[config.mk]
export PLATFORM = sky130hd
export DESIGN_NAME = ps2_ascii_sender
export DESIGN_NICKNAME = d
export VERILOG_FILES = /design/src/rtl/ps2_ascii_sender.sv
export SDC_FILE = /design/constraint.sdc
export NUM_CORES = 1
export LEC_CHECK = 0
export BUFFER_PORTS_ARGS = -buffer_cell sky130_fd_sc_hd__buf_4
export CAP_MARGIN = 10
export CELL_PAD_IN_SITES_DETAIL_PLACEMENT = 1
export CELL_PAD_IN_SITES_GLOBAL_PLACEMENT = 2
export CORE_UTILIZATION = 39
export DETAILED_ROUTE_END_ITERATION = 10
export PLACE_DENSITY = 0.95
export SYNTH_ARGS = -nofsm -noshare
export SYNTH_HDL_FRONTEND = slang
export SYNTH_SLANG_ARGS = --single-unit
[constraint.sdc]
create_clock -name clk -period 3.4 [get_ports clk]
set_input_delay 1.02 -clock clk [delete_from_list [all_inputs] [get_ports clk]]
set_output_delay 1.02 -clock clk [all_outputs]
set_load 0.01 [all_outputs]
[src/rtl/ps2_ascii_sender.sv]
// Device-side PS/2 keyboard emulator: maps one ASCII character to its Set-2 scan code
// and drives a make / 0xF0 / break keystroke onto the PS/2 clock and data lines.
module ps2_ascii_sender #(
  parameter int unsigned CLK_HALF   = 4,
  parameter int unsigned GAP_CYCLES = 16
) (
  input  logic       clk,
  input  logic       rst_n,
  input  logic [7:0] ascii_in,
  input  logic       ascii_valid,
  output logic       ascii_ready,
  output logic       ps2_clk,
  output logic       ps2_data,
  output logic       busy,
  output logic       unmapped
);

  localparam int unsigned CW = $clog2(CLK_HALF) + 1;
  localparam int unsigned GW = $clog2(GAP_CYCLES) + 1;
  localparam logic [CW-1:0] HalfLast = CW'(CLK_HALF - 1);
  localparam logic [CW-1:0] BitLast  = CW'(2 * CLK_HALF - 1);
  localparam logic [GW-1:0] GapLast  = GW'(GAP_CYCLES - 1);

  typedef enum logic [1:0] {StIdle, StSend, StGap} state_e;

  state_e        state_q;
  logic [7:0]    code_q;
  logic [1:0]    byte_q;
  logic [3:0]    bit_q;
  logic [CW-1:0] cnt_q;
  logic [GW-1:0] gap_q;
  logic          ps2_clk_q;
  logic          ps2_data_q;
  logic          unmapped_q;

  // Returns {hit, scan_code}; lowercase letters fold onto uppercase.
  function automatic logic [8:0] ascii_to_scan(input logic [7:0] ch);
    logic [7:0] c;
    c = (ch >= 8'h61 && ch <= 8'h7a) ? ch - 8'h20 : ch;
    case (c)
      "0": return 9'h145;  "1": return 9'h116;  "2": return 9'h11e;  "3": return 9'h126;
      "4": return 9'h125;  "5": return 9'h12e;  "6": return 9'h136;  "7": return 9'h13d;
      "8": return 9'h13e;  "9": return 9'h146;
      "A": return 9'h11c;  "B": return 9'h132;  "C": return 9'h121;  "D": return 9'h123;
      "E": return 9'h124;  "F": return 9'h12b;  "G": return 9'h134;  "H": return 9'h133;
      "I": return 9'h143;  "J": return 9'h13b;  "K": return 9'h142;  "L": return 9'h14b;
      "M": return 9'h13a;  "N": return 9'h131;  "O": return 9'h144;  "P": return 9'h14d;
      "Q": return 9'h115;  "R": return 9'h12d;  "S": return 9'h11b;  "T": return 9'h12c;
      "U": return 9'h13c;  "V": return 9'h12a;  "W": return 9'h11d;  "X": return 9'h122;
      "Y": return 9'h135;  "Z": return 9'h11a;
      8'h20: return 9'h129;  8'h60: return 9'h10e;  8'h2d: return 9'h14e;
      8'h3d: return 9'h155;  8'h5b: return 9'h154;  8'h5d: return 9'h15b;
      8'h5c: return 9'h15d;  8'h3b: return 9'h14c;  8'h27: return 9'h152;
      8'h2c: return 9'h141;  8'h2e: return 9'h149;
      default: return 9'h000;
    endcase
  endfunction

  logic [8:0]  map;
  logic [7:0]  cur_byte;
  logic [10:0] frame;

  always_comb begin
    map      = ascii_to_scan(ascii_in);
    cur_byte = (byte_q == 2'd1) ? 8'hf0 : code_q;
    frame    = {1'b1, ~^cur_byte, cur_byte, 1'b0};
  end

  always_ff @(posedge clk or negedge rst_n) begin
    if (!rst_n) begin
      state_q    <= StIdle;
      code_q     <= 8'h00;
      byte_q     <= 2'd0;
      bit_q      <= 4'd0;
      cnt_q      <= '0;
      gap_q      <= '0;
      ps2_clk_q  <= 1'b1;
      ps2_data_q <= 1'b1;
      unmapped_q <= 1'b0;
    end else begin
      unmapped_q <= 1'b0;
      unique case (state_q)
        StIdle: begin
          if (ascii_valid) begin
            if (map[8]) begin
              code_q     <= map[7:0];
              state_q    <= StSend;
              byte_q     <= 2'd0;
              bit_q      <= 4'd0;
              cnt_q      <= '0;
              ps2_clk_q  <= 1'b1;
              ps2_data_q <= 1'b0;
            end else begin
              unmapped_q <= 1'b1;
            end
          end
        end
        StSend: begin
          if (cnt_q == HalfLast) ps2_clk_q <= 1'b0;
          if (cnt_q == BitLast) begin
            cnt_q     <= '0;
            ps2_clk_q <= 1'b1;
            if (bit_q == 4'd10) begin
              state_q    <= StGap;
              ps2_data_q <= 1'b1;
              gap_q      <= '0;
            end else begin
              // Next bit goes out at the start of its high phase.
              bit_q      <= bit_q + 4'd1;
              ps2_data_q <= frame[bit_q + 4'd1];
            end
          end else begin
            cnt_q <= cnt_q + 1'b1;
          end
        end
        StGap: begin
          if (gap_q == GapLast) begin
            gap_q <= '0;
            if (byte_q == 2'd2) begin
              state_q <= StIdle;
              byte_q  <= 2'd0;
            end else begin
              state_q    <= StSend;
              byte_q     <= byte_q + 2'd1;
              bit_q      <= 4'd0;
              cnt_q      <= '0;
              ps2_data_q <= 1'b0;
            end
          end else begin
            gap_q <= gap_q + 1'b1;
          end
        end
        default: state_q <= StIdle;
      endcase
    end
  end

  assign ascii_ready = (state_q == StIdle);
  assign busy        = (state_q != StIdle);
  assign ps2_clk     = ps2_clk_q;
  assign ps2_data    = ps2_data_q;
  assign unmapped    = unmapped_q;

endmodule

==> results of run 1 <==
## registers in the layout, summed over array words and instances (netlist names)
name and cells:
ps2_clk 1, byte_q 2, ps2_data 1, unmapped 1
state_q 2, code_q 7, bit_q 4, cnt_q 3
gap_q 5
## worst max-delay path, stage by stage
cell and delay (ns):
buf_4 0.11, inv_1 0.06, ha_1 0.22, or4b_4 0.49
or2_4 0.28, a41o_1 0.27, nor4_1 0.40, a211o_1 0.27
nand3_1 0.14, a21o_1 0.20
## layout by cell type, fill, tap and decap left out, drive strengths merged, types with 7 or more instances in the layout
master,instances
mux2i,7
nand2,35
o21ai,39
a21oi,19
nor2,20
nand3,16
inv,16
ha,14
dfrtp,24
buf,31
nor2b,7
o211ai,8
## cell type report
| class | count | area [um2] | area share, % |
|---|---|---|---|
| multi-input combinational | 252 | 1670 | 60.1 |
| sequential | 26 | 653 | 23.5 |
| timing repair buffer | 31 | 233 | 8.36 |
| tap | 75 | 93.8 | 3.37 |
| inverter | 16 | 60.1 | 2.16 |
| clock buffer | 3 | 41.3 | 1.48 |
| clock inverter | 1 | 30.0 | 1.08 |
## cell usage after synthesis (4+ instances only)
cell	count
inv_1	16
mux2_4	6
nor2_1	20
mux2i_1	7
o211ai_1	8
nor3_1	5
o21ai_0	39
xnor2_1	5
ha_1	14
nand3_1	15
xor2_1	4
a22oi_1	4
o22ai_1	6
clkbuf_1	15
nand2_1	35
nand2b_1	5
nor2b_1	7
dfrtp_1	24
a21oi_1	18
## routing by layer
layer	vias to the layer above	GRT usage, %	wire length (um)
met2	50	36.2	3230
met5	-	0	0
met4	0	3.39	34
li1	1181	-	-
met1	1200	35.2	3630
met3	4	1.78	281
## power by group through the flow
| stage | clock, mW | sequential, mW | combinational (mW) |
|---|---|---|---|
| floorplan | 0 | 0.490 | 0.512 |
| global placement | 0 | 0.534 | 0.628 |
| detailed placement | 0 | 0.542 | 0.661 |
| CTS | 0.264 | 0.540 | 0.667 |
| global route | 0.277 | 0.563 | 0.742 |
| finish | 0.258 | 0.540 | 0.666 |
## metrics by stage
step	cells	instance area (um2)	power, mW
after detailed placement	400	2710	1.20
after floorplan	312	2460	1.00
after global placement	400	2710	1.16
final	404	2780	1.46
after global routing	404	2780	1.58
after CTS	404	2780	1.47
## logic make-up (layout without fill, tap and decap cells)
family                     count (synthesis)  count (layout)  share of synthesized area [%]
DFF                                       26              26                           26.5
AOI/OAI and AO/OA                        111             111                           29.7
muxes                                     13              13                           6.51
xor gates and xnor gates                   9               9                           3.20
and+or+nand+nor                          105             105                           21.1
adders and majority gates                 14              14                           7.12
buffers and inverters                     34              51                           5.80
## timing repair
action                     in CTS  in global routing
hold endpoints to repair        0                  0
setup endpoints to repair       0                  4
gates resized for setup         0                  1
## worst min-delay path by stage
stage                                 to  cells past startpoint
floorplan           gap_q[4]$_DFFE_PN0P_                      1
global placement    gap_q[4]$_DFFE_PN0P_                      1
detailed placement  gap_q[4]$_DFFE_PN0P_                      1
CTS                 gap_q[4]$_DFFE_PN0P_                      1
global route        gap_q[4]$_DFFE_PN0P_                      1
finish              gap_q[4]$_DFFE_PN0P_                      1
==> results.toml, run 1 <==
[clocking]
clock_latency_ns = 0.27
cts_htree_levels = 1
cts_sinks = 26
holdBufCountCts = 0
cts_made_buffers = 3
ctsLongestPathBuffers = 2
clockRootBuffer = "clkbuf_8"
postCtsSetupBuffers = 0
clkTransAtPathRegs_ns = 0.09
cts_tree = "yes"

[logic_synthesis]
synth.top_cell.area_share_pct = 24.4
ys_seq_elements = 26
synth_cell_types = 56
synth-async-reset-ratio_pct = 100
synth_top_area_cell = "dfrtp_1"
synth_edf_count = 0
seq_area_frac_synth_pct = 26.5
syn-mean-instance-area_um2 = 7.89
synth_area_leaders = "dfrtp_1 (24%), o21ai_0 (7.9%), ha_1 (7.1%)"
ys.flop_type = "dfrtp_1"
synth_nets = 337
yosys_warnings = 0
syn-cell-area_um2 = 2460
netlist_instances = 312

[status]
status = "completed"

[worst_setup_path]
rrSetupSlack_ns = 0.96
cp-startpoint = "ascii_in[0]"
reg2reg_to = "ps2_data$_DFFE_PN1P_"
critPathCapture = "bit_q[0]$_DFFE_PN0P_"
worstSetupPathType = "input port to flop"
regToRegStartpoint = "bit_q[0]$_DFFE_PN0P_"
cp-end-kind = "flop"
start_kind = "input port"
worstRegToRegCells = 8
cp.required_ns = 3.57
critical_path_arrival_ns = 3.46
path_max_fanout = 5

[sta]
final-hold-violation-count = 0
setup_viol = 0
whs_ns = 0.510
tightest_slew_ns = 0.673
timing.slew.headroom_pct = 54.7
rsz0062_at_grt = "no"
min_period_ns = 3.29
setup_ws_ns = 0.110
period_share_pct = 96.8
drv_slew = 0
finClkSkew_ns = 0.00632
fmax_ghz = 0.304
tns_ns = 0

[global_route]
grt_pass1_wl_mm = 11.9
grt_pass1_vias = 2368
grt_overflow = 0
antenna_found_initial = 0
grt_max_degree = 37
grtUsageTotal_pct = 23.2

[floorplanning]
die_w_um = 81.4
start_util_pct = 41.1
ios = 16
core_region_area_um2 = 5990
fp-row-count = 28
dieArea_um2 = 6630
die_h_um = 81.4

[placed_design]
place.gp.congestion = 0.803
dp_hpwl_mm = 5.45
portBuffers = 15
pre_cts_ws_ns = -0.159

[drt]
dr_total_vias = 2435
wl_mm = 7.18
viasPerCell = 6.03
ant_nets = 0
drc_errors = 0
wl_per_cell_um = 17.8
drt_pass1_iterations = 5
drtIter0Drc = 309

[finish]
final_util_pct = 46.5
diodes = 0
finalNetCount = 355
num-fill-cells = 747
areaGrowthSynthToFinish_pct = 13.1
drive_gt1_share_pct = 15.5

[pwr]
seqPwrFrac_pct = 36.9
net-switching-power_mw = 0.573
comb_power_share_pct = 45.5
swShare_pct = 39.2
irDropWorstVdd_mv = 0.355
internal-power_mw = 0.890
power_density_nw_per_um2 = 526
total_leakage_power_nw = 1.25
p_clk_share_pct = 17.6

[hold_path]
min-delay-path-class = "flop to flop"
min_from = "gap_q[4]$_DFFE_PN0P_"

[flow_run]
maxCapViolCount = 0
(Power assumes the default switching activity.)
==> run 2: changes to the inputs <==
CORE_UTILIZATION = 37   (was 39)
PLACE_DENSITY = 0.92   (was 0.95)
clock period = 3.3 ns   (was 3.4 ns; I/O delays follow)
==> run 2 against run 1 <==
Clock skew is essentially flat; largest cell class unchanged; highest routed layer unchanged; first-iteration DRC count shrank 23%; final cell count grew 1.7%; utilization shrank 2.1 points; via count grew 0.94%; count of clock-buffer cells in the layout is the same; non-clock buffer count grew 5; sequential power grew 2%; largest power group unchanged.
==> results.toml, run 2 (synthesis results as in run 1) <==
[status]
status = "completed"

[drt]
wl_per_cell_um = 17.4
drc_errors = 0
drt-met1-wl_mm = 3.51
met3_length_um = 340
drtIter0Drc = 237
ant_nets = 0
viasPerCell = 5.98
wl_mm = 7.16
dr_total_vias = 2458
drt_pass1_iterations = 4
top_layer_used = "met4"
dr_wl_met2_mm = 3.25

[finish]
regMostFlops = "code_q"
areaGrowthSynthToFinish_pct = 15.0
largest_reg_flops = 7
final_cell_mix = "o21ai_0 (38), buf_4 (36), nand2_1 (35), dfrtp_1 (24), nor2_1 (20)"
design_area_um2 = 2830
layout_commonest_cell = "o21ai_0"
final_cells = 411
num-fill-cells = 795
drive_gt1_share_pct = 17.4
reg_top3 = "code_q (7), gap_q (5), bit_q (4)"
diodes = 0
finalNetCount = 360

[pwr]
p_clk_share_pct = 18.1
p_total_mw = 1.51
irDropWorstVdd_mv = 0.382
swShare_pct = 38.9
comb_power_share_pct = 45.2
total_leakage_power_nw = 1.28
seqPwrFrac_pct = 36.7
power_density_nw_per_um2 = 532
internal-power_mw = 0.921
net-switching-power_mw = 0.587

[hold_path]
worstHoldPathCells = 1
min-delay-path-class = "flop to flop"
min_to = "ps2_clk$_DFFE_PN1P_"
min_from = "ps2_clk$_DFFE_PN1P_"

[worst_setup_path]
crit_family = "simple AND/OR/NAND/NOR gates"
cpPeakStageDelay_ns = 0.50
path_max_fanout = 5
regToRegStartpoint = "bit_q[0]$_DFFE_PN0P_"
worstRegToRegCells = 8
reg2reg_to = "ps2_data$_DFFE_PN1P_"
rrSetupSlack_ns = 0.82
path_cells = "buf_4 -> inv_1 -> ha_1 -> or4b_4 -> or2_4 -> a41o_1 -> nor4_2 -> a211o_2 -> nand3_1 -> a21o_1"
worstSetupPathType = "input port to flop"
cp.required_ns = 3.47
start_kind = "input port"
cp_num_buf_inv = 2
cp-end-kind = "flop"
critical_path_arrival_ns = 3.36
slowest_stage = "or4b_4"

[global_route]
grt_overflow = 0
grt_max_degree = 35
grtUsageTotal_pct = 21.1
antenna_found_initial = 0
grt_pass1_vias = 2399
grt_pass1_wl_mm = 12.2

[sta]
rsz0062_at_grt = "no"
tightest_slew_ns = 0.619
min_period_ns = 3.19
fmax_ghz = 0.314
tns_ns = 0
finClkSkew_ns = 0.00583
timing.slew.headroom_pct = 58.3
drv_slew = 0
final-hold-violation-count = 0
whs_ns = 0.513
period_share_pct = 96.5
setup_viol = 0

[clocking]
clock_latency_ns = 0.28
clkTransAtPathRegs_ns = 0.10
postCtsSetupBuffers = 0
cts_sinks = 26
clockRootBuffer = "clkbuf_8"
ctsLongestPathBuffers = 2
cts_made_buffers = 3
cts_htree_levels = 1
cts_tree = "yes"

[flow_run]
maxCapViolCount = 0

[floorplanning]
ios = 16
core_region_area_um2 = 6390
start_util_pct = 38.5
dieArea_um2 = 6980
die_h_um = 83.6
fp-row-count = 29
die_w_um = 83.6

[placed_design]
portBuffers = 15
place.gp.congestion = 0.896
dp_cells = 407
dp_hpwl_mm = 5.41
place_area_um2 = 2750
run 2: changes by cell type in the layout (fill, tap and decap cells not counted), sizes merged:
cell / before / now
buf: 31 / 36
run 2: how the worst max path moves through the flow:
stage	from	to	slack, ns	cells after the start
finish	ascii_in[0]	bit_q[0]$_DFFE_PN0P_	0.11	10
global route	ascii_in[0]	bit_q[0]$_DFFE_PN0P_	0.02	11
global placement	ascii_in[0]	code_q[0]$_DFFE_PN0P_	-0.15	10
CTS	ascii_in[0]	bit_q[0]$_DFFE_PN0P_	0.02	10
floorplan	ascii_in[1]	code_q[0]$_DFFE_PN0P_	0.05	9
detailed placement	ascii_in[0]	bit_q[0]$_DFFE_PN0P_	-0.27	10
run 2: layer usage:
layer	global-route usage, %	up-vias
met5	0	-
met4	2.31	0
met3	2.37	6
met2	32.9	48
met1	32.3	1205
li1	-	1199
run 2: cell type report:
type / count / area, um2 / area share (%)
multi-input combinational: 252 / 1680 / 59.3
sequential: 26 / 653 / 23.1
timing repair buffer: 36 / 270 / 9.54
tap: 77 / 96.3 / 3.40
inverter: 16 / 60.1 / 2.12
clock buffer: 3 / 41.3 / 1.46
clock inverter: 1 / 30.0 / 1.06
run 2: per-stage QoR:
| step | setup slack [ns] | utilization (%) |
|---|---|---|
| after floorplan | 0.0526 | - |
| final | 0.115 | 44.3 |
| after global placement | -0.154 | 43.0 |
| after global routing | 0.0177 | 44.3 |
| after CTS | 0.0164 | 44.1 |
| after detailed placement | -0.266 | 43.0 |
run 2: timing repair:
action                     CTS  global route
gates resized for setup      0             4
setup endpoints to repair    0            12
hold buffers                 0             0
run 2: power by group through the flow:
stage	combinational (mW)	clock [mW]	sequential, mW
detailed placement	0.677	0	0.554
global route	0.765	0.287	0.570
global placement	0.647	0	0.550
CTS	0.681	0.272	0.551
floorplan	0.527	0	0.505
finish	0.681	0.272	0.553
==> run 3: changes to the inputs <==
BUFFER_PORTS_ARGS = default   (was -buffer_cell sky130_fd_sc_hd__buf_4)
CORE_UTILIZATION = 38   (was 37)
DONT_BUFFER_PORTS = 1   (was default)
PLACE_DENSITY = 0.9   (was 0.92)
RECOVER_POWER = 25   (was default)
==> run 3 against run 2 <==
Largest cell class unchanged; critical endpoint is now code_q[6]$_DFFE_PN0P_; final cell count shrank 6.1%; highest routed layer unchanged; worst hold slack worse by 0.11 ns; largest power group unchanged; register-to-register slack barely moved; count of clock-buffer cells in the layout stayed put; die area fell by 2.6%.
==> results.toml, run 3 (synthesis results as in run 1) <==
[sta]
fmax_ghz = 0.324
period_share_pct = 93.6
timing.slew.headroom_pct = 55.4
min_period_ns = 3.09
finClkSkew_ns = 0.00296
setup_ws_ns = 0.211
tightest_slew_ns = 0.661
drv_slew = 0
setup_viol = 0
rsz0062_at_grt = "no"
final-hold-violation-count = 0

[pwr]
seqPwrFrac_pct = 39.0
irDropWorstVdd_mv = 0.343
p_total_mw = 1.44
internal-power_mw = 0.893
net-switching-power_mw = 0.549
swShare_pct = 38.1
total_leakage_power_nw = 1.17
p_clk_share_pct = 18.4
comb_power_share_pct = 42.6
power_density_nw_per_um2 = 546

[worst_setup_path]
slowest_stage = "or4b_4"
cp-end-kind = "flop"
regToRegStartpoint = "bit_q[0]$_DFFE_PN0P_"
cp-startpoint = "ascii_in[0]"
cpPeakStageDelay_ns = 0.49
cp.required_ns = 3.46
critical_path_arrival_ns = 3.25
start_kind = "input port"
path_cells = "inv_1 -> ha_1 -> or4b_4 -> or2_4 -> a41oi_1 -> a21oi_2 -> or3_1 -> buf_4 -> mux2_4"
path_max_fanout = 11
worstSetupPathType = "input port to flop"

[drt]
drc_errors = 0
drt_pass1_iterations = 5
wl_mm = 7.00
viasPerCell = 6.11
dr_total_vias = 2358
drtIter0Drc = 102
wl_per_cell_um = 18.1
ant_nets = 0

[clocking]
cts_made_buffers = 3
cts_tree = "yes"
cts_resized = 0
cts_sinks = 26
cts_htree_levels = 1
ctsLongestPathBuffers = 2
clkTransAtPathRegs_ns = 0.09
holdBufCountCts = 0
clock_latency_ns = 0.27
postCtsSetupBuffers = 0
clockRootBuffer = "clkbuf_8"

[finish]
reg_top3 = "code_q (7), gap_q (5), bit_q (4)"
design_area_um2 = 2640
finalNetCount = 337
drive_gt1_share_pct = 10.3
seq_area_um2 = 653
multi_input_area_um2 = 1670
diodes = 0
largest_reg_flops = 7
num-fill-cells = 748
layout_commonest_cell = "o21ai_0"
regMostFlops = "code_q"
areaGrowthSynthToFinish_pct = 7.32
final_cell_mix = "o21ai_0 (39), nand2_1 (35), dfrtp_1 (24), nor2_1 (20), a21oi_1 (18)"

[placed_design]
place_area_um2 = 2570
portBuffers = 0
dp_hpwl_mm = 5.29
place.gp.congestion = 0.834
pre_cts_ws_ns = -0.0780

[flow_run]
maxCapViolCount = 0

[floorplanning]
ios = 16
die_h_um = 82.5
core_region_area_um2 = 6100
dieArea_um2 = 6800
die_w_um = 82.5
start_util_pct = 40.4
fp-row-count = 28

[global_route]
grt_overflow = 0
grtUsageTotal_pct = 22.2
grt_pass1_vias = 2262
grt_max_degree = 43
grt_pass1_wl_mm = 11.5
antenna_found_initial = 0

[status]
status = "completed"

[hold_path]
min-delay-path-class = "input port to async pin"
## run 3: cell type report
type                            instances  share of cell area [%]
Multi-Input combinational cell        252                    63.1
Sequential cell                        26                    24.7
Timing Repair Buffer                   13                    3.69
Tap cell                               75                    3.55
Inverter                               16                    2.27
Clock buffer                            3                    1.56
Clock inverter                          1                    1.14
## run 3: worst paths after layout
kind / endpoint / slack, ns / cells after the start
max in group asynchronous: ps2_data$_DFFE_PN1P_ / 2.73 / 0
setup / recovery: code_q[6]$_DFFE_PN0P_ / 0.21 / 9
min in group clk: gap_q[4]$_DFFE_PN0P_ / 0.51 / 1
hold / removal: unmapped$_DFF_PN0_ / 0.40 / 0
setup reg to reg: ps2_data$_DFFE_PN1P_ / 0.82 / 8
hold reg to reg: gap_q[4]$_DFFE_PN0P_ / 0.51 / 1
## run 3: through the flow
stage	hold slack [ns]	utilization [%]	setup TNS, ns	std cells
floorplan	0.456	-	0	312
global placement	0.489	42.2	-0.0574	382
detailed placement	0.495	42.2	-0.569	382
CTS	0.389	43.3	0	386
global route	0.377	43.3	0	386
finish	0.400	43.3	0	386
## run 3: routing by layer
| layer | GRT usage [%] | vias to the layer above | share of wire [%] |
|---|---|---|---|
| li1 | - | 1151 | - |
| met1 | 33.0 | 1149 | 50 |
| met2 | 35.3 | 52 | 45 |
| met3 | 3.30 | 6 | 4.8 |
| met4 | 1.05 | 0 | 0.30 |
| met5 | 0 | - | 0 |
## run 3: power by group through the flow
| stage | clock network (mW) | registers (mW) | logic (mW) |
|---|---|---|---|
| floorplan | 0 | 0.505 | 0.527 |
| global placement | 0 | 0.557 | 0.580 |
| detailed placement | 0 | 0.565 | 0.607 |
| CTS | 0.275 | 0.560 | 0.617 |
| global route | 0.288 | 0.580 | 0.686 |
| finish | 0.266 | 0.562 | 0.615 |
## run 3: worst max-delay path: cells and delay by family
| kind | cells | cell delay (ns) |
|---|---|---|
| compound gates | 2 | 0.40 |
| fa+ha+maj | 1 | 0.21 |
| buf+inv | 2 | 0.24 |
| mux | 1 | 0.30 |
| simple gates | 3 | 1.10 |
